File: src/rtl/mctp_axil_arbiter_if.sv
// AXI-lite bundle for the MCTP arbiter: N lanes of packed aw/w/b/ar/r signals.
// The arbiter uses it as a slave toward the bridges and as a master toward PMCI.
interface mctp_axil_arbiter_if #(
   parameter int N      = 1,
   parameter int ADDR_W = 19,
   parameter int DATA_W = 64
);
   logic [N-1:0]            awvalid;
   logic [N*ADDR_W-1:0]     awaddr;
   logic [N-1:0]            awready;
   logic [N-1:0]            wvalid;
   logic [N*DATA_W-1:0]     wdata;
   logic [N*DATA_W/8-1:0]   wstrb;
   logic [N-1:0]            wready;
   logic [N-1:0]            bvalid;
   logic [N*2-1:0]          bresp;
   logic [N-1:0]            bready;
   logic [N-1:0]            arvalid;
   logic [N*ADDR_W-1:0]     araddr;
   logic [N-1:0]            arready;
   logic [N-1:0]            rvalid;
   logic [N*DATA_W-1:0]     rdata;
   logic [N*2-1:0]          rresp;
   logic [N-1:0]            rready;

   modport master (
      output awvalid, awaddr, wvalid, wdata, wstrb, bready, arvalid, araddr, rready,
      input  awready, wready, bvalid, bresp, arready, rvalid, rdata, rresp
   );

   modport slave (
      input  awvalid, awaddr, wvalid, wdata, wstrb, bready, arvalid, araddr, rready,
      output awready, wready, bvalid, bresp, arready, rvalid, rdata, rresp
   );
endinterface

File: src/rtl/mctp_axil_arbiter.sv
// Round-robin AXI-lite arbiter sharing the PMCI port between MCTP VDM bridges,
// with per-requester grant lock. Define MCTP_ARB_TIMEOUT_EN for the response timeout.
module mctp_axil_arbiter #(
   parameter int NUM_REQ     = 2,
   parameter int ADDR_W      = 19,
   parameter int DATA_W      = 64,
   parameter int TIMEOUT_CYC = 1024
) (
   input  logic                       clk,
   input  logic                       rst,
   input  logic [NUM_REQ-1:0]         req_lock,
   mctp_axil_arbiter_if.slave         req,
   mctp_axil_arbiter_if.master        m,
   output logic [$clog2(NUM_REQ)-1:0] grant_id
);
   localparam int GW = $clog2(NUM_REQ);
   localparam int SW = DATA_W / 8;

   if (NUM_REQ < 2 || NUM_REQ > 4 || TIMEOUT_CYC < 2) begin : g_bad_param
      $error("mctp_axil_arbiter: NUM_REQ must be 2..4 and TIMEOUT_CYC at least 2");
   end

`ifdef MCTP_ARB_TIMEOUT_EN
   typedef enum logic [2:0] {S_IDLE, S_ADDR, S_WRESP, S_RRESP, S_LOCKED, S_DRAIN} state_e;
   localparam int            TW      = $clog2(TIMEOUT_CYC);
   localparam logic [TW-1:0] CNT_MAX = TW'(TIMEOUT_CYC - 1);
   logic [TW-1:0] cnt_q, cnt_d;
   logic          tmo_q, tmo_d;
`else
   typedef enum logic [2:0] {S_IDLE, S_ADDR, S_WRESP, S_RRESP, S_LOCKED} state_e;
`endif

   state_e          state_q, state_d;
   logic [GW-1:0]   grant_q, grant_d;
   logic [GW-1:0]   rr_ptr_q, rr_ptr_d;
   logic            is_write_q, is_write_d;
   logic            aw_done_q, aw_done_d;
   logic            w_done_q, w_done_d;

   logic [NUM_REQ-1:0] wr_pend, requesting;
   logic               pick_found;
   logic [GW-1:0]      pick_idx;
   logic [GW-1:0]      rr_next;
   logic               aw_fire, w_fire, xact_done;

   assign wr_pend    = req.awvalid & req.wvalid;
   assign requesting = wr_pend | req.arvalid;
   assign rr_next    = (grant_q == GW'(NUM_REQ - 1)) ? '0 : grant_q + 1'b1;
   assign grant_id   = grant_q;

   // Walk downward so the last hit is the first requester at or after rr_ptr.
   always_comb begin
      int idx;
      pick_found = 1'b0;
      pick_idx   = rr_ptr_q;
      for (int i = NUM_REQ - 1; i >= 0; i--) begin
         idx = int'(rr_ptr_q) + i;
         if (idx >= NUM_REQ) idx = idx - NUM_REQ;
         if (requesting[idx]) begin
            pick_found = 1'b1;
            pick_idx   = idx[GW-1:0];
         end
      end
   end

   always_comb begin
      // NOTE: every output and next-state value gets a default first, so no path can infer a latch.
      state_d    = state_q;
      grant_d    = grant_q;
      rr_ptr_d   = rr_ptr_q;
      is_write_d = is_write_q;
      aw_done_d  = aw_done_q;
      w_done_d   = w_done_q;
      aw_fire    = 1'b0;
      w_fire     = 1'b0;
      xact_done  = 1'b0;
`ifdef MCTP_ARB_TIMEOUT_EN
      cnt_d      = cnt_q;
      tmo_d      = tmo_q;
`endif
      m.awvalid   = '0;
      m.awaddr    = '0;
      m.wvalid    = '0;
      m.wdata     = '0;
      m.wstrb     = '0;
      m.bready    = '0;
      m.arvalid   = '0;
      m.araddr    = '0;
      m.rready    = '0;
      req.awready = '0;
      req.wready  = '0;
      req.bvalid  = '0;
      req.bresp   = '0;
      req.arready = '0;
      req.rvalid  = '0;
      req.rdata   = '0;
      req.rresp   = '0;

      unique case (state_q)
         S_IDLE: begin
            if (pick_found) begin
               grant_d    = pick_idx;
               is_write_d = wr_pend[pick_idx];
               aw_done_d  = 1'b0;
               w_done_d   = 1'b0;
               state_d    = S_ADDR;
            end
         end

         S_ADDR: begin
            if (is_write_q) begin
               m.awvalid             = req.awvalid[grant_q] & ~aw_done_q;
               m.awaddr              = req.awaddr[grant_q*ADDR_W +: ADDR_W];
               m.wvalid              = req.wvalid[grant_q] & ~w_done_q;
               m.wdata               = req.wdata[grant_q*DATA_W +: DATA_W];
               m.wstrb               = req.wstrb[grant_q*SW +: SW];
               req.awready[grant_q]  = m.awready & ~aw_done_q;
               req.wready[grant_q]   = m.wready & ~w_done_q;
               aw_fire   = req.awvalid[grant_q] & m.awready & ~aw_done_q;
               w_fire    = req.wvalid[grant_q] & m.wready & ~w_done_q;
               aw_done_d = aw_done_q | aw_fire;
               w_done_d  = w_done_q | w_fire;
               if (aw_done_d && w_done_d) state_d = S_WRESP;
            end else begin
               m.arvalid            = req.arvalid[grant_q];
               m.araddr             = req.araddr[grant_q*ADDR_W +: ADDR_W];
               req.arready[grant_q] = m.arready;
               if (req.arvalid[grant_q] && m.arready) state_d = S_RRESP;
            end
`ifdef MCTP_ARB_TIMEOUT_EN
            cnt_d = '0;
            tmo_d = 1'b0;
`endif
         end

         S_WRESP: begin
`ifdef MCTP_ARB_TIMEOUT_EN
            // Once timed out, the requester gets SLVERR and the master response waits for DRAIN.
            if (tmo_q || (cnt_q == CNT_MAX && !m.bvalid)) begin
               tmo_d                    = 1'b1;
               req.bvalid[grant_q]      = 1'b1;
               req.bresp[grant_q*2 +: 2] = 2'b10;
               if (req.bready[grant_q]) state_d = S_DRAIN;
            end else begin
               if (cnt_q != CNT_MAX) cnt_d = cnt_q + 1'b1;
`endif
               req.bvalid[grant_q]       = m.bvalid;
               req.bresp[grant_q*2 +: 2] = m.bresp;
               m.bready                  = req.bready[grant_q];
               xact_done                 = m.bvalid & req.bready[grant_q];
`ifdef MCTP_ARB_TIMEOUT_EN
            end
`endif
         end

         S_RRESP: begin
`ifdef MCTP_ARB_TIMEOUT_EN
            if (tmo_q || (cnt_q == CNT_MAX && !m.rvalid)) begin
               tmo_d                     = 1'b1;
               req.rvalid[grant_q]       = 1'b1;
               req.rresp[grant_q*2 +: 2] = 2'b10;
               if (req.rready[grant_q]) state_d = S_DRAIN;
            end else begin
               if (cnt_q != CNT_MAX) cnt_d = cnt_q + 1'b1;
`endif
               req.rvalid[grant_q]                = m.rvalid;
               req.rdata[grant_q*DATA_W +: DATA_W] = m.rdata;
               req.rresp[grant_q*2 +: 2]          = m.rresp;
               m.rready                           = req.rready[grant_q];
               xact_done                          = m.rvalid & req.rready[grant_q];
`ifdef MCTP_ARB_TIMEOUT_EN
            end
`endif
         end

         S_LOCKED: begin
            if (requesting[grant_q]) begin
               is_write_d = wr_pend[grant_q];
               aw_done_d  = 1'b0;
               w_done_d   = 1'b0;
               state_d    = S_ADDR;
            end else if (!req_lock[grant_q]) begin
               rr_ptr_d = rr_next;
               state_d  = S_IDLE;
            end
         end

`ifdef MCTP_ARB_TIMEOUT_EN
         S_DRAIN: begin
            if (is_write_q) begin
               m.bready  = 1'b1;
               xact_done = m.bvalid;
            end else begin
               m.rready  = 1'b1;
               xact_done = m.rvalid;
            end
         end
`endif

         default: state_d = S_IDLE;
      endcase

      if (xact_done) begin
         if (req_lock[grant_q]) begin
            state_d = S_LOCKED;
         end else begin
            rr_ptr_d = rr_next;
            state_d  = S_IDLE;
         end
      end
   end

   // NOTE: state registers use non-blocking assignments so every flop samples pre-edge values.
   always_ff @(posedge clk) begin
      if (rst) begin
         state_q    <= S_IDLE;
         grant_q    <= '0;
         rr_ptr_q   <= '0;
         is_write_q <= 1'b0;
         aw_done_q  <= 1'b0;
         w_done_q   <= 1'b0;
`ifdef MCTP_ARB_TIMEOUT_EN
         cnt_q      <= '0;
         tmo_q      <= 1'b0;
`endif
      end else begin
         state_q    <= state_d;
         grant_q    <= grant_d;
         rr_ptr_q   <= rr_ptr_d;
         is_write_q <= is_write_d;
         aw_done_q  <= aw_done_d;
         w_done_q   <= w_done_d;
`ifdef MCTP_ARB_TIMEOUT_EN
         cnt_q      <= cnt_d;
         tmo_q      <= tmo_d;
`endif
      end
   end
endmodule

File: src/flat_wrapper.sv
// flat-port wrapper written by rule: the top's interface ports become plain ports
module mctp_axil_arbiter_flat 
#(
   parameter int NUM_REQ     = 2,
   parameter int ADDR_W      = 19,
   parameter int DATA_W      = 64,
   parameter int TIMEOUT_CYC = 1024
)
  (clk, rst, req_lock, grant_id, req_awvalid, req_awaddr, req_wvalid, req_wdata, req_wstrb, req_bready, req_arvalid, req_araddr, req_rready, req_awready, req_wready, req_bvalid, req_bresp, req_arready, req_rvalid, req_rdata, req_rresp, m_awvalid, m_awaddr, m_wvalid, m_wdata, m_wstrb, m_bready, m_arvalid, m_araddr, m_rready, m_awready, m_wready, m_bvalid, m_bresp, m_arready, m_rvalid, m_rdata, m_rresp);
  mctp_axil_arbiter_if #(.N(NUM_REQ), .ADDR_W(ADDR_W), .DATA_W(DATA_W)) req_i ();
  mctp_axil_arbiter_if #(.N(1), .ADDR_W(ADDR_W), .DATA_W(DATA_W)) m_i ();
  input  logic clk;
  input  logic rst;
  input  logic [NUM_REQ-1:0] req_lock;
  output logic [$clog2(NUM_REQ)-1:0] grant_id;
  input wire logic [$bits(req_i.awvalid)-1:0] req_awvalid;
  input wire logic [$bits(req_i.awaddr)-1:0] req_awaddr;
  input wire logic [$bits(req_i.wvalid)-1:0] req_wvalid;
  input wire logic [$bits(req_i.wdata)-1:0] req_wdata;
  input wire logic [$bits(req_i.wstrb)-1:0] req_wstrb;
  input wire logic [$bits(req_i.bready)-1:0] req_bready;
  input wire logic [$bits(req_i.arvalid)-1:0] req_arvalid;
  input wire logic [$bits(req_i.araddr)-1:0] req_araddr;
  input wire logic [$bits(req_i.rready)-1:0] req_rready;
  output wire logic [$bits(req_i.awready)-1:0] req_awready;
  output wire logic [$bits(req_i.wready)-1:0] req_wready;
  output wire logic [$bits(req_i.bvalid)-1:0] req_bvalid;
  output wire logic [$bits(req_i.bresp)-1:0] req_bresp;
  output wire logic [$bits(req_i.arready)-1:0] req_arready;
  output wire logic [$bits(req_i.rvalid)-1:0] req_rvalid;
  output wire logic [$bits(req_i.rdata)-1:0] req_rdata;
  output wire logic [$bits(req_i.rresp)-1:0] req_rresp;
  output wire logic [$bits(m_i.awvalid)-1:0] m_awvalid;
  output wire logic [$bits(m_i.awaddr)-1:0] m_awaddr;
  output wire logic [$bits(m_i.wvalid)-1:0] m_wvalid;
  output wire logic [$bits(m_i.wdata)-1:0] m_wdata;
  output wire logic [$bits(m_i.wstrb)-1:0] m_wstrb;
  output wire logic [$bits(m_i.bready)-1:0] m_bready;
  output wire logic [$bits(m_i.arvalid)-1:0] m_arvalid;
  output wire logic [$bits(m_i.araddr)-1:0] m_araddr;
  output wire logic [$bits(m_i.rready)-1:0] m_rready;
  input wire logic [$bits(m_i.awready)-1:0] m_awready;
  input wire logic [$bits(m_i.wready)-1:0] m_wready;
  input wire logic [$bits(m_i.bvalid)-1:0] m_bvalid;
  input wire logic [$bits(m_i.bresp)-1:0] m_bresp;
  input wire logic [$bits(m_i.arready)-1:0] m_arready;
  input wire logic [$bits(m_i.rvalid)-1:0] m_rvalid;
  input wire logic [$bits(m_i.rdata)-1:0] m_rdata;
  input wire logic [$bits(m_i.rresp)-1:0] m_rresp;
  assign req_i.awvalid = req_awvalid;
  assign req_i.awaddr = req_awaddr;
  assign req_i.wvalid = req_wvalid;
  assign req_i.wdata = req_wdata;
  assign req_i.wstrb = req_wstrb;
  assign req_i.bready = req_bready;
  assign req_i.arvalid = req_arvalid;
  assign req_i.araddr = req_araddr;
  assign req_i.rready = req_rready;
  assign req_awready = req_i.awready;
  assign req_wready = req_i.wready;
  assign req_bvalid = req_i.bvalid;
  assign req_bresp = req_i.bresp;
  assign req_arready = req_i.arready;
  assign req_rvalid = req_i.rvalid;
  assign req_rdata = req_i.rdata;
  assign req_rresp = req_i.rresp;
  assign m_awvalid = m_i.awvalid;
  assign m_awaddr = m_i.awaddr;
  assign m_wvalid = m_i.wvalid;
  assign m_wdata = m_i.wdata;
  assign m_wstrb = m_i.wstrb;
  assign m_bready = m_i.bready;
  assign m_arvalid = m_i.arvalid;
  assign m_araddr = m_i.araddr;
  assign m_rready = m_i.rready;
  assign m_i.awready = m_awready;
  assign m_i.wready = m_wready;
  assign m_i.bvalid = m_bvalid;
  assign m_i.bresp = m_bresp;
  assign m_i.arready = m_arready;
  assign m_i.rvalid = m_rvalid;
  assign m_i.rdata = m_rdata;
  assign m_i.rresp = m_rresp;
  mctp_axil_arbiter #(.NUM_REQ(NUM_REQ), .ADDR_W(ADDR_W), .DATA_W(DATA_W), .TIMEOUT_CYC(TIMEOUT_CYC)) u_core (.clk(clk), .rst(rst), .req_lock(req_lock), .req(req_i), .m(m_i), .grant_id(grant_id));
endmodule
File: config.mk
export PLATFORM = sky130hd
export DESIGN_NAME = mctp_axil_arbiter_flat
export DESIGN_NICKNAME = d
export VERILOG_FILES = /design/src/rtl/mctp_axil_arbiter_if.sv /design/src/rtl/mctp_axil_arbiter.sv /design/src/flat_wrapper.sv
export SDC_FILE = /design/constraint.sdc
export NUM_CORES = 1
export LEC_CHECK = 0
export ABC_CLOCK_PERIOD_IN_PS = 1710
export CAP_MARGIN = 10
export CORE_AREA = 4 4 217 219
export CTS_BUF_LIST = sky130_fd_sc_hd__clkbuf_4
export DETAILED_ROUTE_END_ITERATION = 10
export DIE_AREA = 0 0 221 223
export MAX_ROUTING_LAYER = met4
export PLACE_DENSITY = 0.49
export SYNTH_ARGS = -nofsm -noshare
export SYNTH_HDL_FRONTEND = slang
export SYNTH_SLANG_ARGS = --single-unit
File: constraint.sdc
create_clock -name clk -period 1.71 [get_ports clk]
set_input_delay 0.342 -clock clk [delete_from_list [all_inputs] [get_ports clk]]
set_output_delay 0.342 -clock clk [all_outputs]
set_load 0.02 [all_outputs]
# Word-level counts from Yosys, hierarchy flattened
# Index checks and enable logic that the tools add are counted.
[op_classes]
n_eq_ne = 12
shifts = 9
n_mul = 1
n_addsub = 6
n_reduce_logical = 11
mux = 84
n_lt_le_gt_ge = 7
n_bitwise = 24
[ops]
columns = ["cell", "count"]
rows = [
  ["$and A128 B128 Y128", 1],
  ["$mux W128", 1],
  ["$mux W64", 2],
  ["$shift A64 B34 Y128 const A", 1],
  ["$shiftx A128 B8 Y64", 1],
  ["$shiftx A64 B34 Y128", 1],
  ["$mux W19", 4],
  ["$shiftx A38 B7 Y19", 2],
  ["$shiftx A2 B34 Y4", 2],
  ["$lt A32 B3 Y1 const B", 2],
  ["$mux W32", 2],
  ["$mux W1", 49],
  ["$neg A2 Y34", 1],
  ["$neg A7 Y34", 1],
  ["$shift A2 B34 Y4 const A", 1],
  ["$ge A32 B3 Y1 const B", 1],
  ["$sub A32 B3 Y32 const B", 1],
  ["$mux W3", 8],
  ["$mux W2", 8],
  ["$mux W8", 2],
  ["$shiftx A16 B5 Y8", 1],
  ["$and A2 B2 Y2", 6],
  ["$pmux W3 S4", 1],
  ["$and A1 B1 Y1", 10],
  ["other kinds (32)", 45],
]
[word_totals]
output_inout_bits = 262
regBits = 8
word_cells = 160
input_bits = 307

# Longest topological paths before layout
# Gate-level depths: netlist of run 1.
[depth]
word_depth = 12
mapped_depth = 7
mapped_depth_nobuf = 5

# Least setup slack after synthesis of run 1
# OpenSTA, ideal clock, no wires.
[synth_path]
path_type = "register to output"
from = "reg u_core.grant_q, in the netlist u_core.grant_id"
to = "out m_awaddr[10]"
required_time_ns = 1.368
path_stages_with_launch = 7
path_slack_ns = -0.435
arrival_time_ns = 1.803
path_buffers = 4
cell_sequence = "dfxtp_1 -> buf_2 -> buf_2 -> buf_2 -> buf_2 -> mux2i_1 -> nor2_1"
[synth_via]
elab_chain_cells = 4
[synth_lines]
columns = ["element", "line", "source"]
rows = [
  ["start, declared", "mctp_axil_arbiter.sv:34", "logic [GW-1:0] grant_q, grant_d;"],
  ["start signal, assigned", "mctp_axil_arbiter.sv:228", "grant_q <= grant_d;"],
  ["$mul A1 B5 Y6", "mctp_axil_arbiter.sv:113", "m.awaddr = req.awaddr[grant_q*ADDR_W +: ADDR_W];"],
  ["$shiftx A38 B7 Y19", "mctp_axil_arbiter.sv:113", ""],
  ["$mux W19", "mctp_axil_arbiter.sv:111", "if (is_write_q) begin"],
  ["$mux W19", "mctp_axil_arbiter.sv:99", "unique case (state_q)"],
  ["end, declared", "flat_wrapper.sv:34", "output wire logic [$bits(m_i.awaddr)-1:0] m_awaddr;"],
]
# Every way passes these cells.

# Worst setup path in the final report of run 1
[layout_path]
from = "reg u_core.state_q[2]"
to = "out req_rdata[90]"
[layout_via]
elab_chain_cells = 2
[layout_lines]
columns = ["element", "line", "source"]
rows = [
  ["start, declared", "mctp_axil_arbiter.sv:33", "state_e state_q, state_d;"],
  ["start signal, assigned", "mctp_axil_arbiter.sv:227", "state_q <= state_d;"],
  ["$eq A3 B2 Y1", "mctp_axil_arbiter.sv:99", ""],
  ["$mux W128", "mctp_axil_arbiter.sv:99", ""],
  ["end, declared", "flat_wrapper.sv:31", "output wire logic [$bits(req_i.rdata)-1:0] req_rdata;"],
]
# Every way passes these cells.

==> impl_summary.log, run 1 <==
[metrics] Cell Area, Synth: between 3000 and 4000 um^2
[metrics] via density per instance: between 3 and 4
[metrics] drt pass-1 iters: 4
[metrics] number of I/O pins: between 500 and 600
[metrics] post-detailed-placement cell area: 10980 um^2
[metrics] pin count of the biggest net entering global routing: 42
[metrics] number of remaining DRC errors: 0
[metrics] worst vdd rail ir drop: around 0.42 mV
[metrics] source of the worst register-to-register timing path: u_core.state_q[2]
[metrics] final setup violation count: 268
[metrics] run status: finished with violations
[metrics] total chip power: 7.645 mW
[metrics] y dimension of the die: between 200 and 250 um
[metrics] clock tree from TritonCTS: yes
[metrics] Sink Count: 8
[metrics] met3 wire length: ~2200 um
[metrics] number of core rows: between 70 and 80
[metrics] number of hold buffers added after cts: 0
[metrics] global placer's final weighted congestion: 0.8379
[metrics] final standard cell area without fillers: about 14000 um^2
[metrics] element type at the critical path start: flip-flop
[metrics] DRT iter0 DRCs: between 100 and 150
[metrics] CP Data Arrival Time: just under 2 ns
[metrics] number of antenna violations at the first check in global routing: 9
[metrics] type of the most critical hold path: flip-flop to flip-flop
[metrics] gate count after technology mapping: approximately 500
[metrics] number of storage elements in the synthesis netlist: 8
[metrics] switching share of power: 0.4245
[metrics] number of synthesized flops with an enable pin: 0
[metrics] required time reported for the critical path endpoint: ~1.4 ns
[metrics] Gate power share: 0.942
[metrics] minimum setup slack among reg-to-reg paths: -0.47 ns
[metrics] source-to-sink clock delay at the later pin of the worst-skew pair: 0.27 ns
[metrics] clock-pin transition on the worst setup and hold timing paths: around 0.08 ns
[metrics] htree depth: 1
[metrics] Slowest Stage Delay on Critical Path: 0.32 ns
[metrics] Leakage: ~5.7 nW
[metrics] number of maximum-capacitance constraint violations: 0
[metrics] fraction of final layout cells with drive strength greater than 1: 0.6577
[metrics] area inside the core boundary: ~45000 um^2
[metrics] wire length the detailed router placed on met1: approximately 13000 um
[metrics] P_int: ~4.4 mW
[metrics] number of standard cells in the final layout excluding fillers: ~1800
[metrics] horizontal die dimension: around 220 um
[metrics] clock root buffer: sky130_fd_sc_hd__clkbuf_4
[metrics] net switching power figure: 3.245 mW
[metrics] sequential area share after synthesis: 0.04878
[metrics] sequential cell fraction of total power: 0.033
[metrics] failing checks: negative setup slack
[metrics] Synth async-reset ratio: 0
[metrics] Worst-Margin Slew: between 0.4 and 0.5 ns
[metrics] cells along the critical path: buf_6 > nand3b_1 > buf_6 > buf_6 > nor2_4 > buf_12 > buf_12 > buf_16 > buf_8 > and2_4 > buf_6
[metrics] average routed wire per standard cell: just under 20 um
[metrics] part of the cycle the worst path needs: 1.348
[metrics] die area: about 50000 um^2
[metrics] crit path max fanout: 6
[metrics] post-route clock skew: 0.01631 ns
[metrics] Initial Utilization: 0.07282
[metrics] total overflow reported by the global router: 0
[metrics] final worst setup slack: -0.5947 ns
[metrics] vias in the first global route: 6920
[metrics] nets@finish: ~1500
[metrics] highest metal layer with signal wires: met4
[metrics] number of distinct library cells after synthesis: 36
[metrics] Worst Path Buf+Inv: 8
[metrics] Max Clock Freq: approximately 0.43 GHz
[metrics] Slew Limit Fails: 0
[metrics] syn nets: 808
[metrics] Routed Antenna Nets: 0
[metrics] count of final hold-check violations: 0
[metrics] overall track demand over capacity in global routing: 0.1236
[metrics] cell at the slowest stage of the critical path: sky130_fd_sc_hd__dfxtp_2
[metrics] DP Wirelength: 25520 um
[metrics] setup repair after global routing missed its margin: true
[metrics] crit path time final: 2.305 ns
[metrics] Longest Clk Path Bufs: 2
[metrics] WS Path Type: flip-flop to output pin
[metrics] number of vias after detailed routing: around 6600
[metrics] Fillers: roughly 4700
[metrics] top_reg_cell synth: sky130_fd_sc_hd__dfxtp_1
[metrics] area share of the largest cell type after synthesis: 0.3567
[metrics] CP dominant cell by count: sky130_fd_sc_hd__buf_6
[metrics] area overhead of the layout relative to synthesis: 331.9%
[metrics] clock network power share: 0.025
[metrics] Yosys Warn Count: 0
[metrics] overall routed net length: 35250 um
[metrics] top cells by area, synth: sky130_fd_sc_hd__mux2i_1, sky130_fd_sc_hd__and2_1, sky130_fd_sc_hd__nor2_1
[metrics] worst relative slew slack: 0.6928
[metrics] cell count after placement: between 1500 and 2000
[metrics] number of buffers created by CTS: 3
[metrics] startpoint of the most critical setup path: u_core.state_q[2]
[metrics] wire length of the first global-routing pass: around 45000 um
[metrics] dominant cell type by area after synthesis: sky130_fd_sc_hd__mux2i_1
[metrics] CP Capture Type: output pin
[metrics] Largest delay share family, worst path: buffers and inverters
[metrics] Post-Synthesis Mean Instance Area: 6.553 um^2
[metrics] beginning of the worst hold path: u_core.rr_ptr_q
[metrics] Cell Pwr Density: approximately 540 nW/um^2
[metrics] Port Buffers: 568
[metrics] wire length on met2: approximately 20000 um
## worst reg2reg max path, stage by stage, from the launching register on
cell and delay, ns:
sky130_fd_sc_hd__dfxtp_2 0.32, sky130_fd_sc_hd__buf_4 0.12, sky130_fd_sc_hd__or4b_4 0.64, sky130_fd_sc_hd__clkbuf_16 0.22, sky130_fd_sc_hd__o21ba_4 0.25, sky130_fd_sc_hd__a31oi_4 0.05
sky130_fd_sc_hd__a311o_1 0.34, sky130_fd_sc_hd__a21oi_1 0.15
## cells in the mapped netlist (3+ instances only)
library cell	count
sky130_fd_sc_hd__buf_2	18
sky130_fd_sc_hd__a21oi_1	8
sky130_fd_sc_hd__nand2b_1	3
sky130_fd_sc_hd__clkbuf_1	26
sky130_fd_sc_hd__and3_1	11
sky130_fd_sc_hd__nand2_1	6
sky130_fd_sc_hd__nand3_1	3
sky130_fd_sc_hd__mux2i_1	117
sky130_fd_sc_hd__nor3_1	6
sky130_fd_sc_hd__buf_1	3
sky130_fd_sc_hd__inv_1	3
sky130_fd_sc_hd__a21o_1	4
sky130_fd_sc_hd__dfxtp_1	8
sky130_fd_sc_hd__nor2_1	124
sky130_fd_sc_hd__and2_1	134
## flip-flops by register name, summed over array words and instances, names as in the netlist
register           cells
u_core.rr_ptr_q        1
u_core.is_write_q      1
u_core.w_done_q        1
u_core.aw_done_q       1
u_core.grant_id        1
u_core.state_q         3
## final cells by class
cell class	count	area, um^2	area share
multi-input combinational	442	4657	0.3285
tap	600	750.7	0.05295
inverter	4	15.01	0.001059
antenna	5	12.51	0.0008825
sequential	8	167.7	0.01182
timing repair buffer	763	8546	0.6027
clock buffer	4	30.03	0.002118
## what timing repair did
action / in CTS / in global routing
endpoints found under the setup margin: 269 / 269
setup buffers: 46 / 64
gates cloned: 10 / 14
resized for setup: 1199 / 682
pin swaps: 16 / 129
## power by group through the flow
stage          clock, mW  sequential [mW]  combinational, mW
2_1_floorplan          0            0.245               2.48
3_3_place_gp           0            0.256               4.80
3_5_place_dp           0            0.259               4.81
4_1_cts            0.189            0.259               5.31
5_1_grt            0.196            0.259               7.57
6_report           0.189            0.254               7.20
## kinds of logic after synthesis
logic type	after synthesis	share of synthesized area
flops	8	0.04878
buf+inv	51	0.06517
simple gates	296	0.4665
compound gates	29	0.06288
mux	117	0.3567
## path summary, 6_finish.rpt
path,to,cells past startpoint
max,req_rdata[90],11
min,u_core.rr_ptr_q,2
max reg2reg,u_core.state_q[0],7
min reg2reg,u_core.rr_ptr_q,2
## routing by layer
| layer | GRT usage | up-vias |
|---|---|---|
| met3 | 0.03000 | 32 |
| met2 | 0.2407 | 367 |
| met5 | - | - |
| li1 | - | 3127 |
| met1 | 0.1280 | 3046 |
| met4 | 0.01913 | 0 |
## stage by stage
step | hold slack [ns] | util | setup WS [ns] | TNS (ns)
detailed placement | 0.5313 | 0.2435 | -0.6294 | -130.96
finish | 0.5837 | 0.3145 | -0.5947 | -111.92
global placement | 0.5208 | 0.2435 | -0.6174 | -130.01
CTS | 0.5449 | 0.2608 | -0.6945 | -122.62
global route | 0.6176 | 0.3145 | -0.6763 | -132.71
floorplan | 0.4581 | - | -0.1182 | -2.486
## layout by cell type (no fill, tap or decap), types with 3 or more instances in the layout
cell,netlist,layout
sky130_fd_sc_hd__buf_8,0,18
sky130_fd_sc_hd__dfxtp_1,8,4
sky130_fd_sc_hd__mux2i_2,0,40
sky130_fd_sc_hd__mux2i_1,117,57
sky130_fd_sc_hd__buf_6,0,286
sky130_fd_sc_hd__nand2_1,6,6
sky130_fd_sc_hd__a21oi_1,8,8
sky130_fd_sc_hd__clkdlybuf4s50_1,0,306
sky130_fd_sc_hd__buf_4,0,89
sky130_fd_sc_hd__mux2i_4,0,20
sky130_fd_sc_hd__nor2_2,0,9
sky130_fd_sc_hd__and3_4,0,10
sky130_fd_sc_hd__buf_16,0,5
sky130_fd_sc_hd__diode_2,0,5
sky130_fd_sc_hd__buf_12,0,46
sky130_fd_sc_hd__clkbuf_4,0,4
sky130_fd_sc_hd__nand3_1,3,3
sky130_fd_sc_hd__nor3_4,0,5
sky130_fd_sc_hd__and2_2,0,5
sky130_fd_sc_hd__and2_4,0,126
sky130_fd_sc_hd__inv_1,3,3
sky130_fd_sc_hd__and2_1,134,3
sky130_fd_sc_hd__nor2_4,0,109
sky130_fd_sc_hd__dfxtp_2,0,3
sky130_fd_sc_hd__nor2_1,124,6
sky130_fd_sc_hd__a21o_1,4,4
sky130_fd_sc_hd__clkbuf_16,0,10
No activity file was read; power rests on OpenSTA's default activity.
==> inputs of run 2 (changes only) <==
--- a/config.mk
+++ b/config.mk
@@ -7,12 +7,12 @@
 export LEC_CHECK = 0
 export ABC_CLOCK_PERIOD_IN_PS = 1710
 export CAP_MARGIN = 10
-export CORE_AREA = 4 4 217 219
+export CORE_AREA = 2 2 222 224
 export CTS_BUF_LIST = sky130_fd_sc_hd__clkbuf_4
 export DETAILED_ROUTE_END_ITERATION = 10
-export DIE_AREA = 0 0 221 223
+export DIE_AREA = 0 0 224 226
 export MAX_ROUTING_LAYER = met4
-export PLACE_DENSITY = 0.49
+export PLACE_DENSITY = 0.47
 export SYNTH_ARGS = -nofsm -noshare
 export SYNTH_HDL_FRONTEND = slang
 export SYNTH_SLANG_ARGS = --single-unit
==> run 2 against run 1 <==
Effect of this change: the flow still finishes with violations (negative setup slack); worst hold slack lost 0.012 ns; flip-flop and latch count is the same; design area shrank 2.2%; clock power is essentially flat; die area grew 2.7%; cell count grew 1.6%; largest cell class unchanged.
==> impl_summary.log, run 2 (synthesis gave the netlist of run 1 again) <==
[metrics] Largest delay share family, worst path: buffers and inverters
[metrics] Crit path depth: 8
[metrics] number of hold buffers added after cts: 0
[metrics] via density per instance: 3.513
[metrics] htree depth: 1
[metrics] fraction of final layout cells with drive strength greater than 1: 0.6424
[metrics] nets@finish: approximately 1500
[metrics] final worst setup slack: -0.4531 ns
[metrics] worst vdd rail ir drop: roughly 0.21 mV
[metrics] WHS Path Cells: 2
[metrics] clock root buffer: sky130_fd_sc_hd__clkbuf_4
[metrics] CP Data Arrival Time: around 1.8 ns
[metrics] worst relative slew slack: 0.7309
[metrics] most frequent standard cell in the layout excluding fill and tap cells: sky130_fd_sc_hd__clkdlybuf4s50_1
[metrics] element type at the critical path start: flip-flop
[metrics] overall track demand over capacity in global routing: 0.1139
[metrics] area overhead of the layout relative to synthesis: 322.6%
[metrics] crit path max fanout: 7
[metrics] number of maximum-capacitance constraint violations: 0
[metrics] CP Capture Type: output pin
[metrics] clock tree from TritonCTS: yes
[metrics] Leakage: about 5.6 nW
[metrics] area inside the core boundary: just under 50000 um^2
[metrics] Sink Count: 8
[metrics] WS Path Type: flip-flop to output pin
[metrics] CP dominant cell by count: sky130_fd_sc_hd__buf_12
[metrics] drt pass-1 iters: 4
[metrics] Routed Antenna Nets: 0
[metrics] type of the most critical hold path: flip-flop to flip-flop
[metrics] horizontal die dimension: between 200 and 250 um
[metrics] worst r2r path cells: 6
[metrics] y dimension of the die: roughly 230 um
[metrics] source-to-sink clock delay at the later pin of the worst-skew pair: about 0.27 ns
[metrics] crit path time final: about 2.2 ns
[metrics] number of vias after detailed routing: 6516
[metrics] count of final hold-check violations: 0
[metrics] run status: finished with violations
[metrics] setup repair after global routing missed its margin: true
[metrics] die area: slightly above 50000 um^2
[metrics] average routed wire per standard cell: roughly 18 um
[metrics] aggregate negative setup slack: -81.87 ns
[metrics] DRT iter0 DRCs: 109
[metrics] Port Buffers: approximately 570
[metrics] number of buffers created by CTS: 3
[metrics] global placer's final weighted congestion: 0.7524
[metrics] Longest Clk Path Bufs: 2
[metrics] number of remaining DRC errors: 0
[metrics] post-route clock skew: ~0.022 ns
[metrics] Worst Path Buf+Inv: 5
[metrics] total overflow reported by the global router: 0
[metrics] Slew Limit Fails: 0
[metrics] vias in the first global route: roughly 6500
[metrics] Max Clock Freq: around 0.46 GHz
[metrics] pin count of the biggest net entering global routing: 53
[metrics] wire length of the first global-routing pass: roughly 42000 um
[metrics] number of I/O pins: 569
[metrics] cell at the slowest stage of the critical path: sky130_fd_sc_hd__dfxtp_2
[metrics] total chip power: between 7 and 8 mW
[metrics] clock-pin transition on the worst setup and hold timing paths: approximately 0.080 ns
[metrics] Slowest Stage Delay on Critical Path: around 0.33 ns
[metrics] overall routed net length: roughly 33000 um
[metrics] DP Wirelength: around 25000 um
[metrics] largest register by flop count: u_core.state_q
[metrics] number of core rows: 81
[metrics] Worst-Margin Slew: 0.3924 ns
[metrics] number of antenna violations at the first check in global routing: 13
[metrics] cells along the critical path: buf_6 > nand4bb_4 > buf_12 > buf_12 > nor2_4 > buf_6 > and3_4 > buf_12
[metrics] required time reported for the critical path endpoint: between 1 and 1.5 ns
[metrics] part of the cycle the worst path needs: 1.265
[metrics] failing checks: negative setup slack
[metrics] most used cells in the layout excluding fill and tap cells: sky130_fd_sc_hd__clkdlybuf4s50_1, sky130_fd_sc_hd__buf_6, sky130_fd_sc_hd__and2_4
[metrics] final setup violation count: approximately 270
[metrics] Initial Utilization: 0.06791
[metrics] flip-flop count of the largest register, all copies and words added: 3
[metrics] Cell Pwr Density: around 550 nW/um^2
==> run 2: final timing paths <==
path | start | endpoint | slack (ns)
worst max register to register | u_core.state_q[1] | u_core.state_q[0] | -0.35
worst min register to register | u_core.rr_ptr_q | u_core.rr_ptr_q | 0.57
worst max-delay path | u_core.state_q[2] | req_awready[0] | -0.45
worst min-delay path | u_core.rr_ptr_q | u_core.rr_ptr_q | 0.57
==> run 2: report_power, final <==
group | internal [mW] | switching (mW)
Combinational | 4.19 | 3.04
Sequential | 0.223 | 0.0327
Clock | 0.106 | 0.0819
==> run 2: area by class of cell <==
class	count	area, um^2
tap	622	778.2
inverter	4	15.01
fill	5074	34470
multi-input combinational	442	4362
timing repair buffer	767	8501
sequential	8	167.7
clock buffer	4	30.03
antenna	8	20.02
==> run 2: timing repair <==
action,4_1_cts,5_1_grt
buffers inserted,37,60
cloned,13,9
pin swaps,30,103
resized for setup,842,855
setup endpoints to repair,269,269
==> run 2: worst min-delay path, cell delays in order (launching register included) <==
cell	delay (ns)
sky130_fd_sc_hd__dfxtp_1	0.33
sky130_fd_sc_hd__inv_1	0.12
sky130_fd_sc_hd__a221oi_2	0.08
==> run 2: per-layer routing <==
metal	track usage	vias up	share of wire
li1	-	3144	-
met1	0.1184	3002	0.36
met2	0.2199	352	0.55
met3	0.02693	18	0.080
met4	0.01806	0	0.0091
met5	-	-	0
==> run 2: per-stage QoR <==
step                      utilization  std cells  area [um^2]  hold slack, ns  worst slack [ns]
after CTS                      0.2493       1785        12050          0.5497           -0.5420
after detailed placement       0.2320       1731        11210          0.5328           -0.6604
after global routing           0.2869       1854        13870          0.5876           -0.5257
final                          0.2870       1855        13870          0.5718           -0.4531
after floorplan                     -        501         4209          0.4581           -0.1182
after global placement         0.2320       1731        11210          0.5273           -0.6217
